File: src/rtl/note_game_pkg.sv
// Shared definitions for the note-game lane interface: lane codes used by the
// judge and display blocks, the encoder state type and small encoding helpers.
package note_game_pkg;

  localparam logic [2:0] LANE_NONE = 3'd0;
  localparam logic [2:0] LANE_1    = 3'd1;
  localparam logic [2:0] LANE_2    = 3'd2;
  localparam logic [2:0] LANE_3    = 3'd3;
  localparam logic [2:0] LANE_4    = 3'd4;

  typedef enum logic [1:0] {
    IDLE  = 2'd0,
    HELD  = 2'd1,
    CHORD = 2'd2
  } lane_state_e;

  // Number of buttons currently down in a debounced vector.
  function automatic logic [2:0] popcount4(input logic [3:0] d);
    return 3'(d[0]) + 3'(d[1]) + 3'(d[2]) + 3'(d[3]);
  endfunction

  // Lane code for a one-hot debounced vector; LANE_NONE for anything else.
  function automatic logic [2:0] lane_of(input logic [3:0] d);
    logic [2:0] code;
    case (d)
      4'b0001: code = LANE_1;
      4'b0010: code = LANE_2;
      4'b0100: code = LANE_3;
      4'b1000: code = LANE_4;
      default: code = LANE_NONE;
    endcase
    return code;
  endfunction

  // One-hot button pattern that corresponds to a lane code.
  function automatic logic [3:0] onehot_of(input logic [2:0] lane);
    logic [3:0] oh;
    case (lane)
      LANE_1:  oh = 4'b0001;
      LANE_2:  oh = 4'b0010;
      LANE_3:  oh = 4'b0100;
      LANE_4:  oh = 4'b1000;
      default: oh = 4'b0000;
    endcase
    return oh;
  endfunction

endpackage

File: src/rtl/btn_debounce.sv
// Single push-button conditioner: two-flop synchroniser followed by a
// stability counter. The debounced level only follows the synchronised input
// after it has differed from it for DEBOUNCE_CYCLES consecutive cycles.
module btn_debounce #(
  parameter int DEBOUNCE_CYCLES = 500000,
  parameter int CNT_W           = 19
) (
  input  logic clk,
  input  logic rst,
  input  logic btn,
  output logic stable
);

  localparam logic [CNT_W-1:0] CNT_LAST = CNT_W'(DEBOUNCE_CYCLES - 1);

  logic             sync_p0;
  logic             sync_p1;
  logic [CNT_W-1:0] cnt;

  // Bring the asynchronous button into the clk domain.
  always_ff @(posedge clk or negedge rst) begin
    if (!rst) begin
      sync_p0 <= 1'b0;
      sync_p1 <= 1'b0;
    end else begin
      sync_p0 <= btn;
      sync_p1 <= sync_p0;
    end
  end

  // Accept a new level only after it has persisted for the full window;
  // any agreement with the current level restarts the window.
  always_ff @(posedge clk or negedge rst) begin
    if (!rst) begin
      cnt    <= '0;
      stable <= 1'b0;
    end else if (sync_p1 == stable) begin
      cnt <= '0;
    end else if (cnt == CNT_LAST) begin
      stable <= sync_p1;
      cnt    <= '0;
    end else begin
      cnt <= cnt + 1'b1;
    end
  end

endmodule

File: src/rtl/button_lane_encoder.sv
// Lane encoder for the note game: debounces the four player buttons and turns
// clean single-button presses into press/release events with a held lane code.
// Any multi-button combination is rejected as a chord until all are released.
module button_lane_encoder
  import note_game_pkg::*;
#(
  parameter int DEBOUNCE_CYCLES = 500000,
  parameter int CNT_W           = 19
) (
  input  logic       clk,
  input  logic       rst,
  input  logic       b1,
  input  logic       b2,
  input  logic       b3,
  input  logic       b4,
  output logic [2:0] lane,
  output logic       press_evt,
  output logic       rel_evt,
  output logic       chord,
  output logic       l1,
  output logic       l2,
  output logic       l3,
  output logic       l4
);

  logic [3:0]  btn_raw;
  logic [3:0]  d;
  logic [2:0]  n;
  logic [3:0]  leds;
  lane_state_e state;

  assign btn_raw = {b4, b3, b2, b1};

  for (genvar i = 0; i < 4; i++) begin : g_btn
    btn_debounce #(
      .DEBOUNCE_CYCLES(DEBOUNCE_CYCLES),
      .CNT_W          (CNT_W)
    ) u_debounce (
      .clk   (clk),
      .rst   (rst),
      .btn   (btn_raw[i]),
      .stable(d[i])
    );
  end

  assign n = popcount4(d);

  // Encoder FSM with registered events, lane code, chord flag and LEDs.
  always_ff @(posedge clk or negedge rst) begin
    if (!rst) begin
      state     <= IDLE;
      lane      <= LANE_NONE;
      press_evt <= 1'b0;
      rel_evt   <= 1'b0;
      chord     <= 1'b0;
      leds      <= 4'b0000;
    end else begin
      press_evt <= 1'b0;
      rel_evt   <= 1'b0;
      case (state)
        IDLE: begin
          if (n == 3'd1) begin
            state     <= HELD;
            press_evt <= 1'b1;
            lane      <= lane_of(d);
            leds      <= d;
          end else if (n >= 3'd2) begin
            state <= CHORD;
            chord <= 1'b1;
          end
        end
        HELD: begin
          if (d != onehot_of(lane)) begin
            rel_evt <= 1'b1;
            lane    <= LANE_NONE;
            leds    <= 4'b0000;
            if (d == 4'b0000) begin
              state <= IDLE;
            end else begin
              state <= CHORD;
              chord <= 1'b1;
            end
          end
        end
        CHORD: begin
          if (d == 4'b0000) begin
            state <= IDLE;
            chord <= 1'b0;
          end
        end
        default: begin
          state <= IDLE;
          lane  <= LANE_NONE;
          chord <= 1'b0;
          leds  <= 4'b0000;
        end
      endcase
    end
  end

  assign l1 = leds[0];
  assign l2 = leds[1];
  assign l3 = leds[2];
  assign l4 = leds[3];

endmodule
File: config.mk
export PLATFORM = sky130hd
export DESIGN_NAME = button_lane_encoder
export DESIGN_NICKNAME = d
export VERILOG_FILES = /design/src/rtl/note_game_pkg.sv /design/src/rtl/btn_debounce.sv /design/src/rtl/button_lane_encoder.sv
export SDC_FILE = /design/constraint.sdc
export NUM_CORES = 1
export LEC_CHECK = 0
export ABC_AREA = 1
export CORE_MARGIN = 2
export CORE_UTILIZATION = 53
export CTS_CLUSTER_SIZE = 14
export DETAILED_ROUTE_END_ITERATION = 10
export PLACE_DENSITY = 0.81
export SYNTH_ARGS = -nofsm -noshare
export SYNTH_HDL_FRONTEND = slang
export SYNTH_SLANG_ARGS = --single-unit
File: constraint.sdc
create_clock -name clk -period 3.5 [get_ports clk]
set_clock_uncertainty 0.15 [all_clocks]
set_input_delay 0.7 -clock clk [delete_from_list [all_inputs] [get_ports clk]]
set_output_delay 0.7 -clock clk [all_outputs]
set_load 0.05 [all_outputs]
==> results_dict.tcl, run 1 <==
set metrics [dict create \
    outcome "completed" \
    yosys_warnings 0 \
    async_reset_ff_frac 1.00 \
    path_max_fanout 8 \
    worst_slew_pin_slew_ns 1.05 \
    clock_sinks 100 \
    max-slew-margin-rel 0.301 \
    post_cts_resized 0 \
    synth_most_common_cell "nand2_1" \
    overflow 0 \
    hold_buffers 0 \
    cp-end-kind "flip-flop" \
    firstDrtPassIters 4 \
    grtUsageMet1 0.271 \
    max_stage_delay_ns 0.55 \
    grt_max_degree 85 \
    h-tree-depth 3 \
    synth_edf_count 0 \
    cp_num_buf_inv 3 \
    drt-wirelength-per-cell_um 12.7 \
    coreArea_um2 9860 \
    drc 0 \
    cts_buffer_depth 2 \
    synth_area_leader_cell "dfrtp_1" \
    drive_above_1_share 0.105 \
    cts_root_buf "clkbuf_8" \
    startpoint_type "flip-flop" \
    synthAdderAreaFrac 0.0267 \
    worst_slack_ns 0.672 \
    synth_common_cells "nand2_1, nor2_1, dfrtp_1" \
    fmax_mhz 354 \
    fin_tns_setup_ns 0 \
    place_congestion 0.924 \
    path_clk_slew_ns 0.10 \
    syn_to_final_growth_pct 9.76 \
    top_usage_layer "met2" \
    rows 36 \
    synthSimpleGateAreaFrac 0.346 \
    cap_violations 0 \
    avgViaCountPerCell 5.16 \
    start_util 0.551 \
    ant_nets 0 \
    required_ns 3.62 \
    grtUsageMet3 0.0451 \
    ys_seq_elements 100 \
    fin_crit_ns 2.83 \
    hold_path_class "flip-flop to flip-flop" \
    cts_buffers 9 \
    drt_wl_total_um 10700 \
    setup-violations-final 0 \
    synth_compound_area_frac 0.0502 \
    grt_first_pass_wirelength_um 19200 \
    slew_violations 0 \
    critical_path_class "flip-flop to flip-flop" \
    yosys_most_used_dff "dfrtp_1" \
    num_io_pins 16 \
    gr-usage-met2 0.357 \
    crit_family "adder cells" \
    r2r_cells 12 \
    die_h_um 105 \
    cp.depth 12 \
    vias 4342 \
    cp_common_cell "nand2_1" \
    synthesis.area_um2 5440 \
    synth_top_family_by_area "simple AND/OR/NAND/NOR gates" \
    synthXorXnorAreaFrac 0.0500 \
    hold_viol 0 \
    dp_hpwl_um 7950 \
    vdd_ir_drop_max_uv 286 \
    seq_area_frac_synth 0.460 \
    p_leak_nw 2.69 \
    synthDistinctLibCells 34 \
    post_cts_buffers 0 \
    synth_top_area_frac 0.460 \
    muxShareOfSynthArea 0 \
    period_share 0.808 \
    syn-num-nets 693 \
    synth_area_leaders "dfrtp_1, nand2_1, nor2_1, inv_1, nand3_1" \
    portBuffers 15 \
    cts_tree "done" \
    place_ws_ns 0.690 \
    syn-instance-count 676 \
    grt.total_usage 0.212 \
    antenna_found_initial 0 \
    antenna_cells 0 \
    rsz0062_at_grt "no" \
    powerDensity_nw_per_um2 340 \
    avgSynthCellArea_um2 8.04 \
    drt_iter0_drc 190 \
    final_core_util 0.605 \
    arrival_ns 2.94 \
    cp_slowest_cell "fa_1" \
    die-width_um 105 \
    crit_chain "inv_1, fa_1, inv_1, ha_1, inv_1, ha_1, nor2_1, nand2_1, o21ai_2, nand2_1, nand2_1, nand2_1" \
    clock_latency_ns 0.37 \
    grt_pass1_vias 4335 \
    min_path_cells 0 \
    nNetsFinal 720 \
    die_area_um2 11100 \
]
layout make-up:
| type | instances | area, um2 |
|---|---|---|
| Clock inverter | 5 | 65.1 |
| Fill cell | 841 | 3900 |
| Inverter | 96 | 360 |
| Clock buffer | 11 | 141 |
| Multi-Input combinational cell | 479 | 2570 |
| Sequential cell | 100 | 2500 |
| Tap cell | 133 | 166 |
| Timing Repair Buffer | 17 | 163 |
placed cells by master, fill, tap and decap left out, drive strengths merged, types with 5 or more instances in the layout:
| cell | Yosys | routed |
|---|---|---|
| o21ai | 15 | 15 |
| nor3 | 34 | 34 |
| nand2 | 138 | 138 |
| clkdlybuf4s50 | 0 | 14 |
| ha | 10 | 10 |
| nand3 | 52 | 52 |
| dfrtp | 100 | 100 |
| inv | 95 | 98 |
| nor2 | 140 | 140 |
| xor2 | 28 | 28 |
| a21oi | 22 | 22 |
| clkbuf | 0 | 11 |
| a31oi | 5 | 5 |
| nor3b | 7 | 7 |
| nand4 | 18 | 18 |
path summary, 6_finish.rpt:
kind | slack (ns) | to | from
worst max-delay path | 0.67 | leds[3]$_DFFE_PN0P_ | g_btn[0].u_debounce.stable$_DFFE_PN0P_
worst min-delay path | 0.21 | g_btn[2].u_debounce.sync_p1$_DFF_PN0_ | g_btn[2].u_debounce.sync_p0$_DFF_PN0_
worst max register to register | 0.67 | leds[3]$_DFFE_PN0P_ | g_btn[0].u_debounce.stable$_DFFE_PN0P_
worst min register to register | 0.21 | g_btn[2].u_debounce.sync_p1$_DFF_PN0_ | g_btn[2].u_debounce.sync_p0$_DFF_PN0_
max in group asynchronous | 2.10 | g_btn[1].u_debounce.cnt[17]$_DFF_PN0_ | rst
min in group asynchronous | 0.35 | g_btn[0].u_debounce.cnt[17]$_DFF_PN0_ | rst
cells by family (layout without fill, tap and decap cells):
family          after synthesis  count (layout)
compound gates               45              45
xor+xnor                     31              31
fa+ha+maj                    11              11
buf+inv                      97             129
flops                       100             100
simple gates                392             392
registers in the layout, indices dropped and copies added (netlist names):
| name | count |
|---|---|
| chord | 1 |
| g_btn.u_debounce.cnt | 76 |
| g_btn.u_debounce.stable | 4 |
| g_btn.u_debounce.sync_p0 | 4 |
| g_btn.u_debounce.sync_p1 | 4 |
| lane | 3 |
| leds | 4 |
| press_evt | 1 |
| rel_evt | 1 |
| state | 2 |
metrics by stage:
| step | hold WS, ns | power, mW | cells | area (um2) |
|---|---|---|---|---|
| floorplan | 0.181 | 1.24 | 676 | 5440 |
| global placement | 0.186 | 1.28 | 825 | 5760 |
| detailed placement | 0.187 | 1.28 | 825 | 5760 |
| CTS | 0.210 | 2.06 | 841 | 5970 |
| global route | 0.224 | 2.12 | 841 | 5970 |
| finish | 0.206 | 2.03 | 841 | 5970 |
power by group:
part / leakage (nW) / switching [mW] / internal, mW
logic: 1.22 / 0.0528 / 0.0207
registers: 1.37 / 0.0117 / 1.17
clock network: 0.105 / 0.412 / 0.360
total: 2.69 / 0.476 / 1.55
metal layers:
metal / routed length [um] / vias to the layer above / part of all wire
met2: 5320 / 63 / 0.50
met3: 345 / 14 / 0.032
met5: 0 / - / 0
met1: 4870 / 2070 / 0.46
li1: - / 2195 / -
met4: 140 / 0 / 0.013
Power figures use the tool's default switching activity.
==> inputs of run 2 (changes only) <==
clock period = 2.87 ns   (was 3.5 ns; I/O delays follow)
==> run 2 against run 1 <==
Effect of this change:
- combinational power increased by 24%
- highest routed layer unchanged
- register-to-register slack worse by 0.43 ns
- largest cell class unchanged
- flip-flop and latch count unchanged
- power rose by 17%
==> results_dict.tcl, run 2 (synthesis results as in run 1) <==
set metrics [dict create \
    outcome "completed" \
    drc 0 \
    grt_first_pass_wirelength_um 19300 \
    firstDrtPassIters 5 \
    h-tree-depth 3 \
    grt_max_degree 50 \
    max-slew-margin-rel 0.569 \
    fillers 869 \
    required_ns 3.03 \
    vdd_ir_drop_max_uv 283 \
    vias 4364 \
    powerDensity_nw_per_um2 398 \
    critPathLaunch "g_btn[0].u_debounce.stable$_DFFE_PN0P_" \
    hold_viol 0 \
    cts_buffers 9 \
    die-width_um 105 \
    cap_violations 0 \
    coreArea_um2 9860 \
    hold_path_class "input port to asynchronous set/reset pin" \
    grt_pass1_vias 4400 \
    fin_crit_ns 2.63 \
    nNetsFinal 721 \
    crit_chain "inv_1, fa_1, inv_1, ha_1, inv_1, ha_1, nor2_1, nand2_1, o21ai_2, buf_4, nand3_1, nand2_1" \
    cp_common_cell "inv_1" \
    portBuffers 15 \
    reg2reg_slack_ns 0.24 \
    r2r-end "lane[2]$_DFFE_PN0P_" \
    drt_iter0_drc 284 \
    r2r_cells 12 \
    cp-end-kind "flip-flop" \
    rows 36 \
    max_stage_delay_ns 0.55 \
    avgViaCountPerCell 5.19 \
    place_congestion 0.925 \
    fmax_mhz 380 \
    path_max_fanout 7 \
    dp_hpwl_um 8010 \
    startpoint_type "flip-flop" \
    largest_register "g_btn.u_debounce.cnt" \
    cts_root_buf "clkbuf_8" \
    setup-violations-final 0 \
    drive_above_1_share 0.106 \
    worst_slew_pin_slew_ns 0.646 \
    place_ws_ns 0.233 \
    p_leak_nw 2.69 \
    overflow 0 \
    layout_commonest_cell "nand2_1" \
    slew_violations 0 \
    clock_latency_ns 0.36 \
    antenna_found_initial 0 \
    final_cell_mix "nand2_1, nor2_1, dfrtp_1, inv_1, nand3_1" \
    critPathCapture "lane[2]$_DFFE_PN0P_" \
    syn_to_final_growth_pct 9.60 \
    cp_slowest_cell "fa_1" \
    antenna_cells 0 \
    rsz0062_at_grt "no" \
    drt_wl_total_um 10800 \
    arrival_ns 2.79 \
    cts_buffer_depth 2 \
    ant_nets 0 \
    grt.total_usage 0.211 \
    cts_tree "done" \
    critical_path_class "flip-flop to flip-flop" \
    period_share 0.917 \
    num_io_pins 16 \
    fin_tns_setup_ns 0 \
    largest_register_ffs 76 \
    path_clk_slew_ns 0.10 \
    clock_sinks 100 \
    die_area_um2 11100 \
    drt-wirelength-per-cell_um 12.8 \
    worst_slack_ns 0.239 \
    die_h_um 105 \
    start_util 0.551 \
    r2r-start "g_btn[0].u_debounce.stable$_DFFE_PN0P_" \
]
## run 2: layer usage
metal	share of wire	vias to the layer above	track usage	wire length (um)
li1	-	2203	-	-
met2	0.50	75	0.360	5360
met1	0.45	2066	0.267	4850
met3	0.032	20	0.0408	347
met4	0.019	0	0.0790	201
met5	0	-	0	0
## run 2: critical path, delay by kind of cell, from the launching register on
family                   cells  cell delay [ns]
adder cells (fa/ha/maj)      3             0.98
buffers and inverters        4             0.43
flip-flops                   1             0.43
AND/OR/NAND/NOR              4             0.42
AO/OA/AOI/OAI                1             0.16
## run 2: cell type report
| type | instances | area (um2) | area share |
|---|---|---|---|
| Multi-Input combinational cell | 479 | 2570 | 0.431 |
| Clock inverter | 4 | 33.8 | 0.00567 |
| Clock buffer | 11 | 141 | 0.0237 |
| Timing Repair Buffer | 18 | 183 | 0.0307 |
| Inverter | 96 | 360 | 0.0605 |
| Tap cell | 133 | 166 | 0.0279 |
| Sequential cell | 100 | 2500 | 0.420 |
## run 2: how the worst min path moves through the flow
stage | startpoint | end | cells past startpoint | slack, ns
floorplan | rst | chord$_DFFE_PN0P_ | 0 | 0.13
global placement | g_btn[3].u_debounce.sync_p0$_DFF_PN0_ | g_btn[3].u_debounce.sync_p1$_DFF_PN0_ | 0 | 0.19
detailed placement | g_btn[1].u_debounce.sync_p0$_DFF_PN0_ | g_btn[1].u_debounce.sync_p1$_DFF_PN0_ | 0 | 0.19
CTS | rst | g_btn[0].u_debounce.cnt[15]$_DFF_PN0_ | 1 | 0.08
global route | rst | g_btn[0].u_debounce.cnt[15]$_DFF_PN0_ | 1 | 0.11
finish | rst | g_btn[0].u_debounce.cnt[15]$_DFF_PN0_ | 1 | 0.07
## run 2: where the power goes
group | switching [mW] | total (mW) | internal [mW] | leakage, nW
logic | 0.0639 | 0.0909 | 0.0270 | 1.23
registers | 0.0141 | 1.44 | 1.43 | 1.37
clock network | 0.495 | 0.838 | 0.343 | 0.0864
total | 0.573 | 2.37 | 1.80 | 2.69
## run 2: what timing repair did
item / CTS / global route
endpoints found under the setup margin: 0 / 7
hold buffers: 0 / 0
setup buffers: 0 / 0
gates resized for setup: 0 / 1
## run 2: stage by stage
step           instances  hold slack [ns]  total power, mW  instance area [um2]   util
2_1_floorplan        676            0.128             1.51                 5440      -
3_3_place_gp         826            0.186             1.56                 5780  0.586
3_5_place_dp         826            0.189             1.56                 5780  0.586
4_1_cts              841           0.0772             2.41                 5950  0.604
5_1_grt              841            0.106             2.47                 5960  0.604
6_report             841           0.0656             2.37                 5960  0.604
==> inputs of run 3 (changes only) <==
CORE_ASPECT_RATIO = 1.1   (was default)
DONT_BUFFER_PORTS = 1   (was default)
PLACE_DENSITY = 0.79   (was 0.81)
==> run 3 against run 2 <==
Effect of this change:
- the flow now finishes with violations (hold timing)
- worst setup slack better by 0.0021 ns
- non-clock buffer count fell by 15
- fmax is essentially flat
- power grew 3.0%
- sequential share of layout area rose by 1.0 points
- final cell count is 3.2% lower
- cell area is 2.4% lower
- count of clock-buffer cells in the layout fell by 1
- combinational power fell by 39%
- flip-flop and latch count unchanged
- critical path type unchanged
- largest cell class unchanged
==> results_dict.tcl, run 3 (synthesis results as in run 1) <==
set metrics [dict create \
    cts_tree "done" \
    clock_sinks 100 \
    max-slew-margin-rel 0.594 \
    antenna_found_initial 0 \
    cts_buffer_depth 2 \
    worst_slack_ns 0.241 \
    final_core_util 0.585 \
    clock_latency_ns 0.39 \
    portBuffers 0 \
    dp.cells 798 \
    hold_viol 100 \
    avgViaCountPerCell 5.30 \
    num_io_pins 16 \
    post_cts_resized 0 \
    rows 38 \
    place_ws_ns 0.292 \
    final_cell_mix "nand2_1, nor2_1, dfrtp_1, inv_1, nand3_1" \
    fin_tns_setup_ns 0 \
    p_leak_nw 2.64 \
    coreArea_um2 9940 \
    required_ns 3.00 \
    slew_violations 0 \
    overflow 0 \
    fin_crit_ns 2.63 \
    fmax_mhz 380 \
    vias 4314 \
    outcome "complete, but fails checks" \
    drt-wirelength-per-cell_um 12.9 \
    antenna_cells 0 \
    grt_max_degree 101 \
    critPathLaunch "g_btn[1].u_debounce.stable$_DFFE_PN0P_" \
    path_max_fanout 7 \
    worst_slew_pin_slew_ns 0.609 \
    cp-end-kind "flip-flop" \
    hold-worst-slack_ns -0.280 \
    setup-violations-final 0 \
    fin_cells 814 \
    hold_path_class "input port to asynchronous set/reset pin" \
    drt_wl_total_um 10500 \
    rsz0062_at_grt "no" \
    period_share 0.916 \
    firstDrtPassIters 5 \
    powerDensity_nw_per_um2 420 \
    largest_register_ffs 76 \
    layout_commonest_cell "nand2_1" \
    vdd_ir_drop_max_uv 380 \
    start_util 0.547 \
    dp_hpwl_um 7760 \
    drc 0 \
    critical_path_class "flip-flop to flip-flop" \
    r2r-start "g_btn[1].u_debounce.stable$_DFFE_PN0P_" \
    grt_pass1_vias 4176 \
    grt.total_usage 0.211 \
    arrival_ns 2.76 \
    syn_to_final_growth_pct 6.95 \
    drt_iter0_drc 216 \
    cts_buffers 9 \
    largest_register "g_btn.u_debounce.cnt" \
    drive_above_1_share 0.108 \
    startpoint_type "flip-flop" \
    die-width_um 101 \
    nNetsFinal 706 \
    place_congestion 0.921 \
    cap_violations 0 \
    die_area_um2 11100 \
    fillers 878 \
    grt_first_pass_wirelength_um 18600 \
    die_h_um 110 \
    path_clk_slew_ns 0.10 \
    h-tree-depth 3 \
    cts_root_buf "clkbuf_8" \
    violations "hold timing" \
    ant_nets 0 \
]
run 3: cell type report:
type,count,area (um2),share of cell area
clock inverter,6,72.6,0.0125
inverter,96,360,0.0620
sequential,100,2500,0.430
clock buffer,10,138,0.0237
tap,120,150,0.0258
multi-input combinational,479,2570,0.442
timing repair buffer,3,22.5,0.00387
run 3: path summary, 6_finish.rpt:
check	end	slack [ns]	cells past startpoint
setup / recovery	lane[0]$_DFFE_PN0P_	0.24	12
hold / removal	g_btn[0].u_debounce.cnt[15]$_DFF_PN0_	-0.28	0
setup reg to reg	lane[0]$_DFFE_PN0P_	0.24	12
hold reg to reg	g_btn[1].u_debounce.sync_p1$_DFF_PN0_	0.21	0
max in group asynchronous	g_btn[0].u_debounce.cnt[12]$_DFF_PN0_	2.66	0
min in group clk	g_btn[2].u_debounce.sync_p0$_DFF_PN0_	0.05	0
run 3: layer usage:
metal  vias to the layer above  GRT usage  routed length [um]
met5                         -          0                  33
met4                         2     0.0930                 228
met3                        22     0.0549                 477
met2                        78      0.352                4970
met1                      2029      0.260                4800
li1                       2183          -                   -
run 3: critical path, stage by stage (launching register included):
cell and delay [ns]:
dfrtp_1 0.45, inv_1 0.19, fa_1 0.44, inv_1 0.07, ha_1 0.16, inv_1 0.05, ha_1 0.28, nor2_1 0.15
nand2_1 0.08, o21ai_2 0.13, nand2_1 0.18, nand2_1 0.13, nand2_1 0.07
run 3: timing repair:
action	CTS	global route
setup buffers	0	0
setup endpoints to repair	0	0
hold endpoints to repair	100	100
run 3: stage by stage:
stage          instance area [um2]  power (mW)
2_1_floorplan                 5440        1.51
3_3_place_gp                  5600        1.52
3_5_place_dp                  5600        1.53
4_1_cts                       5810        2.46
5_1_grt                       5810        2.52
6_report                      5810        2.44
run 3: where the power goes:
group	switching (mW)	leakage, nW	internal, mW
Combinational	0.0379	1.17	0.0181
Clock	0.509	0.0966	0.434
Sequential	0.0143	1.37	1.43
Total	0.562	2.64	1.88
